**src/rtl/fluxo_dados_pkg.sv**
```systemverilog
// fluxo_dados_pkg: shared defaults and pattern ROM for the rounds datapath
package fluxo_dados_pkg;

    localparam int DATA_W_DEF      = 4;
    localparam int ADDR_W_DEF      = 4;
    localparam int TIMEOUT_CYC_DEF = 5000;

    // One-hot walking pattern: word[i] = 1 << (i mod dataW)
    function automatic logic [31:0] rom_word(input int addr, input int dataW);
        return 32'd1 << (addr % dataW);
    endfunction

endpackage

```
**src/rtl/fluxo_dados_rodadas_contador_m.sv**
```systemverilog
// contador_m: modulo-M counter with clear, enable and optional saturation at M-1
module contador_m #(
    parameter int M      = 16,
    parameter bit SATURA = 1'b0,
    localparam int W     = (M > 1) ? $clog2(M) : 1
) (
    input  logic         clock,
    input  logic         reset_n,
    input  logic         zera,
    input  logic         conta,
    output logic [W-1:0] Q,
    output logic         fim
);

    assign fim = (Q == W'(M - 1));

    // Clear beats count; at the top value either hold (saturating) or wrap to 0
    always_ff @(posedge clock or negedge reset_n) begin
        if (!reset_n)
            Q <= '0;
        else if (zera)
            Q <= '0;
        else if (conta)
            Q <= fim ? (SATURA ? Q : '0) : Q + 1'b1;
    end

endmodule

```
**src/rtl/fluxo_dados_rodadas.sv**
```systemverilog
// fluxo_dados_rodadas: sequence-game datapath with counters, ROM, comparator, play detector and timeout
module fluxo_dados_rodadas
    import fluxo_dados_pkg::*;
#(
    parameter int DATA_W      = DATA_W_DEF,
    parameter int ADDR_W      = ADDR_W_DEF,
    parameter int TIMEOUT_CYC = TIMEOUT_CYC_DEF
) (
    input  logic              clock,
    input  logic              reset_n,
    input  logic              zeraE,
    input  logic              contaE,
    input  logic              zeraL,
    input  logic              contaL,
    input  logic              zeraR,
    input  logic              registraR,
    input  logic              zeraT,
    input  logic              contaT,
    input  logic [DATA_W-1:0] chaves,
    output logic              chavesIgualMemoria,
    output logic              enderecoIgualLimite,
    output logic              enderecoMenorLimite,
    output logic              fimE,
    output logic              fimL,
    output logic              jogada_feita,
    output logic              timeout,
    output logic [ADDR_W-1:0] db_contagem,
    output logic [ADDR_W-1:0] db_limite,
    output logic [DATA_W-1:0] db_chaves,
    output logic [DATA_W-1:0] db_memoria
);

    localparam int T_W = (TIMEOUT_CYC > 1) ? $clog2(TIMEOUT_CYC) : 1;

    logic           ativoPrev;
    logic [T_W-1:0] unusedT;

    contador_m #(.M(1 << ADDR_W), .SATURA(1'b0)) contadorE (
        .clock(clock), .reset_n(reset_n), .zera(zeraE), .conta(contaE),
        .Q(db_contagem), .fim(fimE)
    );

    contador_m #(.M(1 << ADDR_W), .SATURA(1'b0)) contadorL (
        .clock(clock), .reset_n(reset_n), .zera(zeraL), .conta(contaL),
        .Q(db_limite), .fim(fimL)
    );

    contador_m #(.M(TIMEOUT_CYC), .SATURA(1'b1)) contadorT (
        .clock(clock), .reset_n(reset_n), .zera(zeraT), .conta(contaT),
        .Q(unusedT), .fim(timeout)
    );

    assign db_memoria          = DATA_W'(rom_word(int'(db_contagem), DATA_W));
    assign chavesIgualMemoria  = (db_chaves == db_memoria);
    assign enderecoIgualLimite = (db_contagem == db_limite);
    assign enderecoMenorLimite = (db_contagem < db_limite);

    // Switch register: clear wins over load
    always_ff @(posedge clock or negedge reset_n) begin
        if (!reset_n)
            db_chaves <= '0;
        else if (zeraR)
            db_chaves <= '0;
        else if (registraR)
            db_chaves <= chaves;
    end

    // Rising edge of any-switch-active gives a single registered pulse
    always_ff @(posedge clock or negedge reset_n) begin
        if (!reset_n) begin
            ativoPrev    <= 1'b0;
            jogada_feita <= 1'b0;
        end else begin
            ativoPrev    <= |chaves;
            jogada_feita <= (|chaves) & ~ativoPrev;
        end
    end

endmodule

```
**config.mk**
```make
export PLATFORM = sky130hd
export DESIGN_NAME = fluxo_dados_rodadas
export DESIGN_NICKNAME = d
export VERILOG_FILES = /design/src/rtl/fluxo_dados_pkg.sv /design/src/rtl/fluxo_dados_rodadas_contador_m.sv /design/src/rtl/fluxo_dados_rodadas.sv
export SDC_FILE = /design/constraint.sdc
export NUM_CORES = 1
export LEC_CHECK = 0
export CORE_AREA = 2 2 67 50
export DETAILED_ROUTE_END_ITERATION = 10
export DIE_AREA = 0 0 69 52
export PLACE_DENSITY = 0.82
export SLEW_MARGIN = 20
export SYNTH_ARGS = -nofsm -noshare
export SYNTH_HDL_FRONTEND = slang
export SYNTH_SLANG_ARGS = --single-unit
```
**constraint.sdc**
```tcl
create_clock -name clock -period 3.7 [get_ports clock]
set_clock_uncertainty 0.15 [all_clocks]
set_input_delay 0.555 -clock clock [delete_from_list [all_inputs] [get_ports clock]]
set_output_delay 0.555 -clock clock [all_outputs]
set_load 0.02 [all_outputs]
```
==> results.json, run 1 <==
{
  "cts_resized": 0,
  "critPathArrivalTime_ns": 2.27,
  "netlist_instances": 149,
  "overflow": 0,
  "setup_tns_ns": 0,
  "drv_cap": 0,
  "synth_nets": 173,
  "die-area_um2": 3590,
  "synth_top_area_share_pct": 45.8,
  "nNetsFinal": 213,
  "critPathCaptureType": "output pin",
  "synth_cell_types": 25,
  "drive_gt1_share_pct": 4.79,
  "grt_pass1_vias": 1193,
  "reg2reg_slack_ns": 1.68,
  "post_cts_buffers": 0,
  "routed_via_density": 5.42,
  "cp_data_required_time_ns": 2.99,
  "p_comb_share_pct": 20.2,
  "rows": 17,
  "p_int_w": 0.000440,
  "power.leakage_nw": 0.851,
  "hpwl_um": 2570,
  "rsz0062_at_grt": "no",
  "fin_crit_ns": 2.98,
  "p_per_area_nw_per_um2": 311,
  "timing.final.crit_share_pct": 80.5,
  "ant_nets": 0,
  "ios": 37,
  "die_w_um": 69,
  "cts_hold_buf": 0,
  "slew_violations": 0,
  "critical_path_class": "flip-flop to output pin",
  "endpoint": "timeout",
  "routed_wl_um": 3210,
  "syn_area_per_cell_um2": 9.91,
  "drt_iter0_drc": 47,
  "r2r_cells": 4,
  "cts_buffers": 3,
  "die_height_um": 52,
  "grt_pass1_wl_um": 5530,
  "netlist_area_um2": 1480,
  "timing.final.ws_setup_ns": 0.721,
  "syn_to_final_growth_pct": 30.9,
  "antenna_found_initial": 0,
  "clockPowerShare_pct": 27.6,
  "clk_pin_slew_ns": 0.10,
  "core-area_um2": 2980,
  "relSlewSlack_pct": 67.5,
  "cts_num_sinks": 27,
  "place_congestion": 0.861,
  "cts_root_buffer": "clkbuf_8",
  "start_util_pct": 49.6,
  "vdd.ir_drop.worst_uv": 201,
  "cts_buffer_depth": 2,
  "wl_per_cell_um": 14.2,
  "fmax_mhz": 336,
  "p_sw_w": 0.000162,
  "grt_max_degree": 28,
  "drc_errors": 0,
  "ys_top_cells_by_area": "dfrtp_1 (46%), ha_1 (8.5%), mux2i_1 (5.4%)",
  "critPathLaunchType": "flip-flop",
  "r2r_end": "contadorT.Q[1]",
  "p_sw_share_pct": 26.9,
  "status": "finished, final reports clean",
  "finalHoldViolCount": 0,
  "synth_largest_area_cell": "dfrtp_1",
  "clock_latency_ns": 0.27,
  "power_frac_seq_pct": 52.3,
  "worstMarginPinSlew_ns": 0.486,
  "n_antenna_cell": 0,
  "tritoncts": "built",
  "ys_ff_latch": 27,
  "worst-path-max-fanout": 5,
  "vias": 1224,
  "r2r_start": "contadorT.Q[6]",
  "io_buffers": 36,
  "pre_cts_slack_ns": 1.03,
  "holdCritPathClass": "flip-flop to flip-flop",
  "setup_viol_count_final": 0,
  "yosysWarnings": 0,
  "critPathLaunch": "contadorT.Q[6]",
  "synth-seq-area-share_pct": 45.8,
  "htree_num_levels": 1,
  "dr.pass1.iters": 4,
  "track_usage_pct": 19.9
}
per-layer routing:
layer | GRT usage, % | up-vias | part of all wire (%)
met1 | 23.8 | 584 | 42
met3 | 4.65 | 7 | 4.9
met4 | 6.86 | 0 | 1.5
li1 | - | 599 | -
met5 | 0 | - | 0
met2 | 35.9 | 34 | 51
cells by family (layout without fill, tap and decap cells):
family,after synthesis,after routing,share of synthesized area [%]
AOI/OAI and AO/OA,17,17,7.54
xor gates and xnor gates,14,14,8.31
adders and majority gates,10,10,8.47
buffers and inverters,10,49,2.54
DFF,27,27,45.8
muxes,8,8,5.42
and+or+nand+nor,63,63,21.9
critical path, stage by stage (launching register included):
cell and delay [ns]:
dfrtp_1 0.45, or4b_4 0.56, nor4_1 0.33, clkdlybuf4s50_1 0.66
state kept, by name, indices dropped and copies added (netlist names):
name          count
ativoPrev         1
contadorE.Q       4
contadorL.Q       4
contadorT.Q      13
db_chaves         4
jogada_feita      1
area by class of cell:
cell class	count	area (um^2)
Fill cell	246	1040
Multi-Input combinational cell	112	763
Clock buffer	3	41.3
Tap cell	38	47.5
Timing Repair Buffer	37	368
Inverter	8	30.0
Sequential cell	27	676
Clock inverter	1	7.51
cells in the final DEF, fill, tap and decap left out:
| cell | synthesis | layout |
|---|---|---|
| clkdlybuf4s50_1 | 0 | 36 |
| or3_1 | 5 | 5 |
| nand3_1 | 5 | 5 |
| a21oi_1 | 10 | 10 |
| mux2i_1 | 8 | 8 |
| dfrtp_1 | 27 | 27 |
| nor3_1 | 3 | 3 |
| nor4_1 | 6 | 6 |
| nand4_1 | 2 | 2 |
| nor2_1 | 20 | 20 |
| xnor2_1 | 7 | 7 |
| nor2b_1 | 2 | 2 |
| nand2_1 | 10 | 10 |
| nand2b_1 | 3 | 3 |
| o41ai_4 | 1 | 1 |
| and4_1 | 1 | 1 |
| xor2_1 | 7 | 7 |
| clkbuf_8 | 0 | 3 |
| inv_1 | 8 | 8 |
| or4b_4 | 1 | 1 |
| ha_1 | 10 | 10 |
| or4_1 | 2 | 2 |
| or3b_2 | 1 | 1 |
| buf_4 | 0 | 1 |
| a31o_2 | 1 | 1 |
| and3_1 | 2 | 2 |
| clkinvlp_4 | 0 | 1 |
| o21ai_0 | 5 | 5 |
stage by stage:
stage               utilization [%]  total power, W  hold WS (ns)  std cells  area, um^2
floorplan                         -        0.000378         0.109        149        1480
global placement               63.3        0.000437         0.240        222        1880
detailed placement             63.3        0.000443         0.245        222        1880
CTS                            64.9        0.000607         0.258        226        1930
global route                   64.9        0.000634         0.283        226        1930
finish                         64.9        0.000602         0.257        226        1930
power groups by stage:
stage,Combinational [W],Clock (W),Sequential [W]
after global placement,0.000118,0,0.000320
after global routing,0.000133,0.000184,0.000317
after CTS,0.000123,0.000169,0.000315
after detailed placement,0.000122,0,0.000321
after floorplan,0.0000518,0,0.000326
final,0.000121,0.000166,0.000315
synth_stat cells (all sizes together):
library cell	number
inv	8
nor3	3
a31o	1
o41ai	1
nor2	20
mux2i	8
ha	10
and3	2
nor2b	2
xnor2	7
or4b	1
nor4	6
or3b	1
or4	2
a21oi	10
nand4	2
nand2	10
and4	1
xor2	7
o21ai	5
dfrtp	27
or3	5
clkbuf	2
nand2b	3
nand3	5
how the worst min path moves through the flow:
stage                     startpoint           end  slack (ns)  depth (start not counted)
final                      ativoPrev  jogada_feita        0.26                          1
after global routing       ativoPrev  jogada_feita        0.28                          1
after CTS                  ativoPrev  jogada_feita        0.26                          1
after detailed placement   ativoPrev  jogada_feita        0.24                          1
after global placement     ativoPrev  jogada_feita        0.24                          1
after floorplan              reset_n     ativoPrev        0.11                          0
Power figures use the tool's default switching activity.
==> inputs of run 2 (changes only) <==
--- a/config.mk
+++ b/config.mk
@@ -5,10 +5,10 @@
 export SDC_FILE = /design/constraint.sdc
 export NUM_CORES = 1
 export LEC_CHECK = 0
-export CORE_AREA = 2 2 67 50
+export CORE_AREA = 2 2 70 52
 export DETAILED_ROUTE_END_ITERATION = 10
-export DIE_AREA = 0 0 69 52
-export PLACE_DENSITY = 0.82
+export DIE_AREA = 0 0 72 54
+export PLACE_DENSITY = 0.76
 export SLEW_MARGIN = 20
 export SYNTH_ARGS = -nofsm -noshare
 export SYNTH_HDL_FRONTEND = slang
==> constraint.sdc (replaced) <==
create_clock -name clock -period 3 [get_ports clock]
set_clock_uncertainty 0.15 [all_clocks]
set_input_delay 0.45 -clock clock [delete_from_list [all_inputs] [get_ports clock]]
set_output_delay 0.45 -clock clock [all_outputs]
set_load 0.02 [all_outputs]
==> results.json, run 2 (synthesized netlist as in run 1, its figures left out) <==
{
  "overflow": 0,
  "slowest_delay_ns": 0.67,
  "wl_per_cell_um": 13.7,
  "dr.pass1.iters": 4,
  "path_buf_inv": 1,
  "critPathLaunchType": "flip-flop",
  "met2_length_um": 1570,
  "power.leakage_nw": 0.851,
  "p_total_w": 0.000738,
  "drive_gt1_share_pct": 4.79,
  "critical_path_class": "flip-flop to output pin",
  "rows": 18,
  "die-area_um2": 3890,
  "critPathArrivalTime_ns": 2.31,
  "regArea_um2": 676,
  "clk_pin_slew_ns": 0.09,
  "relSlewSlack_pct": 65.0,
  "cts_num_sinks": 27,
  "status": "finished, final reports clean",
  "timing.final.ws_setup_ns": 0.0935,
  "routed_via_density": 5.37,
  "cts_buffer_depth": 2,
  "ios": 37,
  "top_register": "contadorT.Q",
  "rsz0062_at_grt": "no",
  "antenna_found_initial": 0,
  "ant_nets": 0,
  "grt_pass1_vias": 1195,
  "setup_tns_ns": 0,
  "routedLengthMet1_um": 1310,
  "post_cts_buffers": 0,
  "multiInputGateArea_um2": 763,
  "wl_met3_um": 205,
  "worstMarginPinSlew_ns": 0.524,
  "cts_hold_buf": 0,
  "drc_errors": 0,
  "die_w_um": 72,
  "n_fill_cell": 272,
  "vias": 1224,
  "vdd.ir_drop.worst_uv": 296,
  "crit_slowest_cell": "clkdlybuf4s50_1",
  "place_congestion": 0.815,
  "clock_latency_ns": 0.27,
  "fmax_mhz": 344,
  "drt_iter0_drc": 108,
  "slew_violations": 0,
  "holdCritPathClass": "flip-flop to flip-flop",
  "cts_root_buffer": "clkbuf_8",
  "start_util_pct": 44.6,
  "worst-path-max-fanout": 5,
  "grt_max_degree": 28,
  "n_antenna_cell": 0,
  "fin_crit_ns": 2.91,
  "mostFrequentLayoutCells": "clkdlybuf4s50_1 (36), dfrtp_1 (27), nor2_1 (20)",
  "io_buffers": 36,
  "cts_buffers": 3,
  "core-area_um2": 3310,
  "routed_wl_um": 3120,
  "syn_to_final_growth_pct": 31.1,
  "die_height_um": 54,
  "nNetsFinal": 213,
  "finalHoldViolCount": 0,
  "hpwl_um": 2470,
  "drv_cap": 0,
  "highest_layer": "met4",
  "largest_reg_flops": 13,
  "htree_num_levels": 1,
  "timing.final.crit_share_pct": 96.9,
  "p_per_area_nw_per_um2": 381,
  "critPathCaptureType": "output pin",
  "tritoncts": "built",
  "critPathTopFamily": "simple AND/OR/NAND/NOR gates",
  "track_usage_pct": 18.2,
  "cts_resized": 0,
  "layout_commonest_cell": "clkdlybuf4s50_1",
  "pre_cts_slack_ns": 0.382,
  "grt_pass1_wl_um": 5400,
  "cp_data_required_time_ns": 2.40,
  "path_cells": "or4b_4, nor4_1, clkdlybuf4s50_1",
  "reg2reg_slack_ns": 1.00,
  "setup_viol_count_final": 0
}
## run 2: per-stage QoR
step           instances  util, %  hold slack (ns)  instance area, um^2
2_1_floorplan        149        -          0.00441                 1480
6_report             228     58.5            0.263                 1940
3_5_place_dp         224     57.0            0.252                 1890
3_3_place_gp         224     57.0            0.239                 1890
4_1_cts              228     58.5            0.266                 1940
5_1_grt              228     58.5            0.280                 1940
## run 2: layout make-up
type | instances | area share [%]
tap | 40 | 2.59
timing repair buffer | 37 | 19.0
clock inverter | 1 | 0.388
sequential | 27 | 34.9
clock buffer | 3 | 2.13
multi-input combinational | 112 | 39.4
inverter | 8 | 1.55
## run 2: power by group
part	switching [W]	total, W	internal (W)
Clock	0.000108	0.000202	0.0000941
Sequential	0.0000134	0.000388	0.000374
Combinational	0.0000744	0.000149	0.0000741
## run 2: routing by layer
| metal | up-vias | global-route usage (%) |
|---|---|---|
| met4 | 0 | 7.23 |
| met5 | - | 0 |
| met2 | 49 | 31.0 |
| met1 | 572 | 22.7 |
| li1 | 598 | - |
| met3 | 5 | 4.49 |
## run 2: path summary, 6_finish.rpt
| check | to | cells past startpoint | startpoint |
|---|---|---|---|
| max reg2reg | contadorT.Q[1] | 4 | contadorT.Q[6] |
| max in group asynchronous | contadorT.Q[2] | 2 | reset_n |
| min | jogada_feita | 1 | ativoPrev |
| max | timeout | 3 | contadorT.Q[6] |
| min reg2reg | jogada_feita | 1 | ativoPrev |
| min in group asynchronous | contadorT.Q[5] | 2 | reset_n |
==> inputs of run 3 (changes only) <==
--- a/config.mk
+++ b/config.mk
@@ -13,3 +13,4 @@
 export SYNTH_ARGS = -nofsm -noshare
 export SYNTH_HDL_FRONTEND = slang
 export SYNTH_SLANG_ARGS = --single-unit
+export TNS_END_PERCENT = 5
==> results of run 3 <==
The final DEF is identical to that of run 2; final timing and power are the same.
